$ cat config.mk
export PLATFORM = sky130hd
export DESIGN_NAME = rv32v_uop_sequencer_flat
export DESIGN_NICKNAME = d
export VERILOG_FILES = /design/src/rtl/rv32v_uop_sequencer_if.sv /design/src/rtl/rv32v_uop_sequencer.sv /design/src/flat_wrapper.sv
export SDC_FILE = /design/constraint.sdc
export NUM_CORES = 1
export LEC_CHECK = 0
export BUFFER_PORTS_ARGS = -buffer_cell sky130_fd_sc_hd__buf_2
export CAP_MARGIN = 20
export CORE_UTILIZATION = 40
export CTS_BUF_LIST = sky130_fd_sc_hd__clkbuf_8 sky130_fd_sc_hd__clkbuf_16
export CTS_CLUSTER_DIAMETER = 150
export DETAILED_ROUTE_END_ITERATION = 10
export PLACE_DENSITY = 0.62
export SLEW_MARGIN = 40
export SYNTH_ARGS = -nofsm -noshare
export SYNTH_HDL_FRONTEND = slang
export SYNTH_SLANG_ARGS = --single-unit
$ cat constraint.sdc
create_clock -name CLK -period 4.1 [get_ports CLK]
set_input_delay 0.615 -clock CLK [delete_from_list [all_inputs] [get_ports CLK]]
set_output_delay 0.615 -clock CLK [all_outputs]
set_load 0.1 [all_outputs]
$ cat src/rtl/rv32v_uop_sequencer_if.sv
// Decode-to-execute bundle for the vector micro-op sequencer.
// master = sequencer side, slave = decode/execute environment side.
interface rv32v_uop_sequencer_if #(
    parameter int MAX_VL = 128,
    parameter int OFF_W  = $clog2(MAX_VL)
);
    logic              start;
    logic              start_ready;
    logic [31:0]       vl;
    logic [OFF_W-1:0]  vstart;
    logic              vm;
    logic [MAX_VL-1:0] v0_mask;
    logic              flush;
    logic              uop_valid;
    logic              uop_ready;
    logic [OFF_W-1:0]  woffset0;
    logic [OFF_W-1:0]  woffset1;
    logic              wen0;
    logic              wen1;
    logic              mask0;
    logic              mask1;
    logic              uop_last;

    modport master (
        input  start, vl, vstart, vm, v0_mask, flush, uop_ready,
        output start_ready, uop_valid, woffset0, woffset1,
               wen0, wen1, mask0, mask1, uop_last
    );

    modport slave (
        output start, vl, vstart, vm, v0_mask, flush, uop_ready,
        input  start_ready, uop_valid, woffset0, woffset1,
               wen0, wen1, mask0, mask1, uop_last
    );
endinterface

$ cat src/rtl/rv32v_uop_sequencer.sv
// Splits one decoded vector instruction into two-lane element micro-ops.
// Optional RV32V_UOP_SKIP_EN: fully masked pairs are consumed internally without being presented.
//
// state | meaning
// IDLE  | waiting for start, start_ready=1
// RUN   | presenting micro-ops, counter steps by 2 per accepted pair
module rv32v_uop_sequencer #(
    parameter int MAX_VL = 128,
    parameter int OFF_W  = $clog2(MAX_VL)
) (
    input  logic                  CLK,
    input  logic                  RST,
    rv32v_uop_sequencer_if.master bus,
    output logic                  busy,
    output logic                  done
);
    // Two extra bits so counter+2 and eff_vl=MAX_VL never wrap.
    localparam int CW = OFF_W + 2;

    typedef enum logic {IDLE, RUN} state_t;

    typedef struct packed {
        logic             valid;
        logic [OFF_W-1:0] woff0;
        logic [OFF_W-1:0] woff1;
        logic             wen0;
        logic             wen1;
        logic             mask0;
        logic             mask1;
        logic             last;
    } uop_t;

    state_t            state;
    logic [CW-1:0]     cnt;
    logic [CW-1:0]     eff_q;
    logic              vm_q;
    logic [MAX_VL-1:0] mask_q;
    uop_t              uop_q;

    logic [CW-1:0]     eff_in;
    logic [CW-1:0]     vstart_ext;
    logic [CW-1:0]     cnt_step;
    logic              advance;

    function automatic uop_t calc_uop(input logic [CW-1:0]     c,
                                      input logic [CW-1:0]     eff,
                                      input logic [MAX_VL-1:0] msk,
                                      input logic              vmv);
        uop_t          u;
        logic [CW-1:0] e1;
        logic          in0;
        logic          in1;
        e1      = c + CW'(1);
        in0     = c < eff;
        in1     = e1 < eff;
        u.woff0 = c[OFF_W-1:0];
        u.woff1 = e1[OFF_W-1:0];
        u.mask0 = in0 & msk[c[OFF_W-1:0]];
        u.mask1 = in1 & msk[e1[OFF_W-1:0]];
        u.wen0  = in0 & (vmv | u.mask0);
        u.wen1  = in1 & (vmv | u.mask1);
        u.last  = (c + CW'(2)) >= eff;
`ifdef RV32V_UOP_SKIP_EN
        u.valid = vmv | u.wen0 | u.wen1;
`else
        u.valid = 1'b1;
`endif
        return u;
    endfunction

    // Clamp at full 32-bit width before narrowing.
    assign eff_in     = (bus.vl > 32'(MAX_VL)) ? CW'(MAX_VL) : bus.vl[CW-1:0];
    assign vstart_ext = CW'(bus.vstart);
    assign cnt_step   = cnt + CW'(2);

`ifdef RV32V_UOP_SKIP_EN
    assign advance = !uop_q.valid || bus.uop_ready;
`else
    assign advance = bus.uop_ready;
`endif

    always_ff @(posedge CLK) begin
        if (RST) begin
            state  <= IDLE;
            cnt    <= '0;
            eff_q  <= '0;
            vm_q   <= 1'b0;
            mask_q <= '0;
            uop_q  <= '0;
            done   <= 1'b0;
        end else begin
            done <= 1'b0;
            case (state)
                IDLE: begin
                    if (bus.start && !bus.flush) begin
                        if (eff_in > vstart_ext) begin
                            state  <= RUN;
                            cnt    <= vstart_ext;
                            eff_q  <= eff_in;
                            vm_q   <= bus.vm;
                            mask_q <= bus.v0_mask;
                            uop_q  <= calc_uop(vstart_ext, eff_in, bus.v0_mask, bus.vm);
                        end else begin
                            done <= 1'b1;
                        end
                    end
                end
                RUN: begin
                    if (bus.flush) begin
                        state <= IDLE;
                        uop_q <= '0;
                    end else if (advance) begin
                        if (uop_q.last) begin
                            state <= IDLE;
                            uop_q <= '0;
                            done  <= 1'b1;
                        end else begin
                            cnt   <= cnt_step;
                            uop_q <= calc_uop(cnt_step, eff_q, mask_q, vm_q);
                        end
                    end
                end
                default: state <= IDLE;
            endcase
        end
    end

    assign busy            = (state == RUN);
    assign bus.start_ready = !busy;
    assign bus.uop_valid   = uop_q.valid;
    assign bus.woffset0    = uop_q.woff0;
    assign bus.woffset1    = uop_q.woff1;
    assign bus.wen0        = uop_q.wen0;
    assign bus.wen1        = uop_q.wen1;
    assign bus.mask0       = uop_q.mask0;
    assign bus.mask1       = uop_q.mask1;
    assign bus.uop_last    = uop_q.last;
endmodule

$ cat src/flat_wrapper.sv
// flat-port wrapper written by rule: the top's interface ports become plain ports
module rv32v_uop_sequencer_flat 
#(
    parameter int MAX_VL = 128,
    parameter int OFF_W  = $clog2(MAX_VL)
)
  (CLK, RST, busy, done, bus_start, bus_vl, bus_vstart, bus_vm, bus_v0_mask, bus_flush, bus_uop_ready, bus_start_ready, bus_uop_valid, bus_woffset0, bus_woffset1, bus_wen0, bus_wen1, bus_mask0, bus_mask1, bus_uop_last);
  rv32v_uop_sequencer_if #(.MAX_VL(MAX_VL), .OFF_W(OFF_W)) bus_i ();
  input  logic CLK;
  input  logic RST;
  output logic busy;
  output logic done;
  input wire logic [$bits(bus_i.start)-1:0] bus_start;
  input wire logic [$bits(bus_i.vl)-1:0] bus_vl;
  input wire logic [$bits(bus_i.vstart)-1:0] bus_vstart;
  input wire logic [$bits(bus_i.vm)-1:0] bus_vm;
  input wire logic [$bits(bus_i.v0_mask)-1:0] bus_v0_mask;
  input wire logic [$bits(bus_i.flush)-1:0] bus_flush;
  input wire logic [$bits(bus_i.uop_ready)-1:0] bus_uop_ready;
  output wire logic [$bits(bus_i.start_ready)-1:0] bus_start_ready;
  output wire logic [$bits(bus_i.uop_valid)-1:0] bus_uop_valid;
  output wire logic [$bits(bus_i.woffset0)-1:0] bus_woffset0;
  output wire logic [$bits(bus_i.woffset1)-1:0] bus_woffset1;
  output wire logic [$bits(bus_i.wen0)-1:0] bus_wen0;
  output wire logic [$bits(bus_i.wen1)-1:0] bus_wen1;
  output wire logic [$bits(bus_i.mask0)-1:0] bus_mask0;
  output wire logic [$bits(bus_i.mask1)-1:0] bus_mask1;
  output wire logic [$bits(bus_i.uop_last)-1:0] bus_uop_last;
  assign bus_i.start = bus_start;
  assign bus_i.vl = bus_vl;
  assign bus_i.vstart = bus_vstart;
  assign bus_i.vm = bus_vm;
  assign bus_i.v0_mask = bus_v0_mask;
  assign bus_i.flush = bus_flush;
  assign bus_i.uop_ready = bus_uop_ready;
  assign bus_start_ready = bus_i.start_ready;
  assign bus_uop_valid = bus_i.uop_valid;
  assign bus_woffset0 = bus_i.woffset0;
  assign bus_woffset1 = bus_i.woffset1;
  assign bus_wen0 = bus_i.wen0;
  assign bus_wen1 = bus_i.wen1;
  assign bus_mask0 = bus_i.mask0;
  assign bus_mask1 = bus_i.mask1;
  assign bus_uop_last = bus_i.uop_last;
  rv32v_uop_sequencer #(.MAX_VL(MAX_VL), .OFF_W(OFF_W)) u_core (.CLK(CLK), .RST(RST), .bus(bus_i), .busy(busy), .done(done));
endmodule
# Word-level counts from Yosys, hierarchy flattened
# Index checks and enable logic that the tools add are counted.
# totals
input_bits	173
register_bits	169
out_inout_bits	23
wordCells	89
latch_bits	0
ram_bits	0
memories	0
romBits	0
# classes
n_lt_le_gt_ge	12
n_mul	0
n_reduce_logical	6
bitwise_logic	13
shift	0
addsub	5
n_div	0
eq_ne	6
mux	33
# op_table
op	n
$mux W20	5
$mux W9	6
$pmux W20 S2	1
$gt A32 B8 Y1 const B	1
$lt A7 B8 Y1 const B	4
$bmux W1 S7	4
$lt A9 B9 Y1	3
$add A9 B2 Y9 const B	2
$ge A9 B9 Y1	2
$pmux W9 S2	1
$mux W1	14
$add A9 B1 Y9 const B	1
$gt A9 B7 Y1	1
$lt A7 B9 Y1	1
$add A7 B1 Y8 const B	1
$add A7 B2 Y8 const B	1
$and A1 B1 Y1	8
$ne A2 B2 Y1 const B	3
$reduce_and A3 Y1	2
$reduce_and A5 Y1	1
$ne A2 B1 Y1 const B	2
$or A1 B1 Y1	4
$pmux W1 S2	2
$ne A3 B3 Y1 const B	1
other kinds (3)	4

# Longest topological paths before layout
# logic_depth
depth_word	11
mapped_depth	20
depth_no_buf	16

# Least setup slack after synthesis
# Ideal clock, no wire load.
# synth_timing
path_type	input port to flip-flop
startpoint	in bus_vl[13]
endpoint	reg u_core.uop_q (netlist bit u_core.bus.woffset0[1])
setup_ns	0.128
stages	17
slack_ns	0.187
arrival_ns	3.785
path_buffers	2
cell_sequence	nor4_1 > nand4_1 > a211oi_1 > nand2_1 > inv_1 > ha_1 > a21o_1 > a21o_1 > a221oi_1 > o21ai_0 > and2_1 > clkbuf_1 > a21oi_2 > buf_2 > nor2_1 > a21oi_1 > nor2_1
# synth_between
elab_chain_cells	5
# synth_rtl
element	line_no	text
start: declaration	flat_wrapper.sv:14	input wire logic [$bits(bus_i.vl)-1:0] bus_vl;
$gt A32 B8 Y1	rv32v_uop_sequencer.sv:72	assign eff_in = (bus.vl > 32'(MAX_VL)) ? CW'(MAX_VL) : bus.vl[CW-1:0];
$mux W9	rv32v_uop_sequencer.sv:72	
named net u_core.eff_in[4]	rv32v_uop_sequencer.sv:40	logic [CW-1:0] eff_in;
$gt A9 B7 Y1	rv32v_uop_sequencer.sv:96	if (eff_in > vstart_ext) begin
$ne A2 B1 Y1 (no source line)	--	
$reduce_and A3 Y1 (no source line)	--	
end signal: assignment	rv32v_uop_sequencer.sv:102	uop_q <= calc_uop(vstart_ext, eff_in, bus.v0_mask, bus.vm);
end signal: assignment	rv32v_uop_sequencer.sv:119	uop_q <= calc_uop(cnt_step, eff_q, mask_q, vm_q);
end: declaration	rv32v_uop_sequencer.sv:38	uop_t uop_q;
# The timed path passes the listed nets, and every way through them passes these cells.
# A chain may end at the register's enable or synchronous reset.

# Final worst setup path
# layout_timing
startpoint	reg u_core.cnt[2]
endpoint	reg u_core.uop_q (netlist bit u_core.bus.wen1)
# layout_between
elab_chain_cells	11
# layout_rtl
element	line_no	text
start: declaration	rv32v_uop_sequencer.sv:34	logic [CW-1:0] cnt;
start signal: assignment	rv32v_uop_sequencer.sv:98	cnt <= vstart_ext;
start signal: assignment	rv32v_uop_sequencer.sv:118	cnt <= cnt_step;
$add A9 B2 Y9 (*)	rv32v_uop_sequencer.sv:74	assign cnt_step = cnt + CW'(2);
$add A9 B1 Y9 (*)	rv32v_uop_sequencer.sv:53	e1 = c + CW'(1);
$bmux W1 S7	rv32v_uop_sequencer.sv:59	u.mask1 = in1 & msk[e1[OFF_W-1:0]];
$mux W1 (not written as such)	rv32v_uop_sequencer.sv:59	
$and A1 B1 Y1	rv32v_uop_sequencer.sv:59	
$or A1 B1 Y1	rv32v_uop_sequencer.sv:61	u.wen1 = in1 & (vmv | u.mask1);
$and A1 B1 Y1 (*)	rv32v_uop_sequencer.sv:61	
$mux W20 (*)	rv32v_uop_sequencer.sv:113	if (uop_q.last) begin
$mux W20 (*)	rv32v_uop_sequencer.sv:112	end else if (advance) begin
$mux W20 (*)	rv32v_uop_sequencer.sv:109	if (bus.flush) begin
$pmux W20 S2 (*)	rv32v_uop_sequencer.sv:93	case (state)
# Mark *: on every way between the ends. The rest lies on a longest branch, timed or not. The select of a mux whose other input is x is not followed.

==> impl_metrics.ini <==
[critical_path]
crit_path_cell_trace = ha_1 -> xor2_4 -> buf_4 -> nand3_2 -> xnor2_2 -> inv_1 -> ha_1 -> o21a_1 -> o21ai_0 -> a21oi_1 -> o21a_1 -> o21ai_0 -> nand2_1 -> nor2_1 -> o2111ai_1 -> a311oi_1
cp.required_ns = 4.44
r2r-start = u_core.cnt[2]
end_kind = flop
cpMaxStageDelayCell = dfxtp_1
arrival_ns = 3.97
slowest_delay_ns = 0.42
r2r-end = u_core.bus.wen1
critical_path.startpoint_type = flop
ff2ff_path_depth = 16
cp_max_fo = 14
worstSetupPathType = flop to flop
r2r_slack_ns = 0.47

[worst_hold_path]
min_to = u_core.mask_q[33]
holdPathStages = 3
hold_start = bus_v0_mask[33]
holdCritPathClass = input port to flop

[cells_and_area]
fin_nets = 1699
drive_gt1_share_pct = 27.8
final_core_util_pct = 48.1
antenna_cells = 0
synthToLayoutAreaGrowth_pct = 17.0

[clocking]
clk_latency_ns = 0.44
cts_resized = 0
hold_buffers = 0
cts_tree = done
clockBufferDepth = 2
cts_setup_buffers = 0
cts.sinks = 169
cts_buffers = 17
cts_max_level = 4
clkTransAtPathRegs_ns = 0.08
clockRootBuffer = clkbuf_16

[placement]
gp_congestion = 0.863
io_buffers = 195
hpwl_um = 27700

[power_and_ir_drop]
total_power_uw = 4700
ir_worst_vdd_mv = 0.292
p_leak_uw = 0.00567
pwr_density_cell_nw_per_um2 = 336

[yosys]
ys_seq_area_share_pct = 28.3
syn-num-nets = 1545
ys_types = 61
async_flop_share_pct = 0
syn_avg_cell_area_um2 = 9.08
synth_seq_cells = 169
ys.flop_type = dfxtp_1
syn_inst = 1318
yosysWarnings = 0
synthesis.area_um2 = 12000
synth-edff-count = 0

[route]
dr.pass1.iters = 7
antenna_left = 0
dr_total_vias = 11058
dr_wl_met3_um = 3480
wire_per_inst_um = 20.8
drt_iter0_drc = 1036
met1Wirelength_um = 16300
viasPerCell = 5.92
dr.max_layer_used = met4
route.met2.wl_um = 18000
remaining_drc_errors = 0
routed_wl_um = 38800

[timing]
slew_headroom_pct = 52.1
fin_skew_ns = 0.0136
rsz0062_at_grt = false
finalHoldViolCount = 0
tns_ns = 0
fin_crit_sh_pct = 88.5
setup_viol = 0
timing.fmax_ghz = 0.276
maxSlewViolCount = 0
worst_pin_slew_ns = 0.719
final.min_clock_period_ns = 3.63

[floorplanning]
dieArea_um2 = 30600
die_x_um = 175
fp.dieH_um = 175
rows = 62
initial_core_util_pct = 41.1
coreArea_um2 = 29100
ios = 196

[job]
maxCapViolCount = 0

[grt]
grtUsageTotal_pct = 25.5
grt_pass1_wl_um = 59700
grt_max_degree = 134
antenna_found_initial = 0
grt_pass1_vias = 10473
overflow = 0

[run_status]
outcome = finished, final reports clean
==> worst max path at each step <==
stage / to / depth (start not counted) / startpoint
after floorplan: u_core.bus.woffset0[1] / 17 / bus_vl[13]
after global placement: u_core.bus.uop_last / 17 / bus_vl[31]
after detailed placement: u_core.bus.wen1 / 16 / bus_vl[31]
after CTS: u_core.bus.wen1 / 15 / u_core.cnt[2]
after global routing: u_core.bus.wen1 / 16 / u_core.cnt[2]
final: u_core.bus.wen1 / 16 / u_core.cnt[2]
==> cell type report <==
class | count | area [µm²]
Multi-Input combinational cell | 1007 | 8000
Clock buffer | 17 | 425
Clock inverter | 13 | 161
Fill cell | 2825 | 15100
Timing Repair Buffer | 235 | 1390
Sequential cell | 169 | 3390
Inverter | 42 | 158
Tap cell | 384 | 480
==> placed cells by master, fill, tap and decap left out, types with 6 or more instances in the layout <==
master | Yosys | layout
nor4_1 | 7 | 7
buf_2 | 19 | 193
mux4_2 | 128 | 128
nand3_1 | 15 | 15
xnor2_1 | 16 | 15
nor3_1 | 15 | 15
buf_4 | 10 | 33
mux2i_1 | 52 | 52
o21ai_0 | 18 | 18
inv_1 | 38 | 38
a21oi_1 | 162 | 162
o21a_1 | 11 | 11
a221oi_1 | 10 | 10
o22ai_1 | 9 | 9
nand4_1 | 10 | 10
o221ai_1 | 6 | 6
nor2_1 | 90 | 90
xor2_1 | 8 | 8
clkbuf_16 | 0 | 17
a21o_1 | 7 | 7
buf_12 | 0 | 8
ha_1 | 54 | 52
and3_1 | 6 | 6
dfxtp_1 | 169 | 168
a211oi_1 | 13 | 13
nand2_1 | 313 | 312
==> through the flow <==
| stage | setup slack [ns] | std cells | instance area (µm²) | hold slack, ns |
|---|---|---|---|---|
| 6_report | 0.471 | 1867 | 14000 | 0.421 |
| 5_1_grt | 0.215 | 1867 | 14000 | 0.421 |
| 4_1_cts | 0.527 | 1867 | 14000 | 0.407 |
| 3_5_place_dp | 0.114 | 1837 | 13400 | 0.449 |
| 3_3_place_gp | 0.179 | 1837 | 13400 | 0.444 |
| 2_1_floorplan | 0.187 | 1318 | 12000 | 0.443 |
==> registers in the layout (all words and copies together) (netlist names) <==
name                  count
u_core.cnt                9
u_core.bus.mask0          1
u_core.busy               1
u_core.mask_q           128
u_core.eff_q              9
u_core.vm_q               1
u_core.bus.uop_valid      1
u_core.bus.woffset0       7
u_core.bus.mask1          1
u_core.bus.wen0           1
u_core.bus.wen1           1
u_core.bus.uop_last       1
u_core.bus.woffset1       7
u_core.done               1
==> critical path, delay by kind of cell (launching register included) <==
kind / cells / cell delay (ns)
compound gates: 7 / 1.21
fa+ha+maj: 2 / 0.62
buf+inv: 2 / 0.48
flops: 1 / 0.42
simple gates: 3 / 0.41
xor+xnor: 2 / 0.38
==> layer usage <==
layer / GRT usage (%) / up-vias
li1: - / 5096
met1: 35.4 / 5329
met2: 40.5 / 558
met3: 4.48 / 75
met4: 7.93 / 0
met5: 0 / -
==> power by group <==
group | total [µW] | switching (µW) | leakage [µW] | internal (µW)
Sequential | 1780 | 60.0 | 0.00138 | 1720
Clock | 1680 | 763 | 0.000291 | 913
Combinational | 1240 | 736 | 0.00400 | 504
Total | 4700 | 1560 | 0.00567 | 3140
==> cells in the mapped netlist (16+ instances only) <==
cell type / n / area (µm²)
dfxtp_1: 169 / 3380
xnor2_1: 16 / 140
a21oi_1: 162 / 811
o21ai_0: 18 / 90.1
buf_2: 19 / 95.1
mux2i_1: 52 / 521
nor2_1: 90 / 338
nand2_1: 313 / 1170
clkbuf_1: 67 / 251
mux4_2: 128 / 2880
ha_1: 54 / 676
inv_1: 38 / 143
==> cell families (layout without fill, tap and decap cells) <==
family,count (synthesis),in the layout,share of synthesized area [%]
buffers and inverters,142,307,5.03
adder cells (fa/ha/maj),54,54,5.65
flip-flops,169,169,28.3
XOR/XNOR,29,29,2.63
AO/OA/AOI/OAI,267,267,13.3
AND/OR/NAND/NOR,475,475,16.3
multiplexers,182,182,28.9
Power figures use the tool's default switching activity.
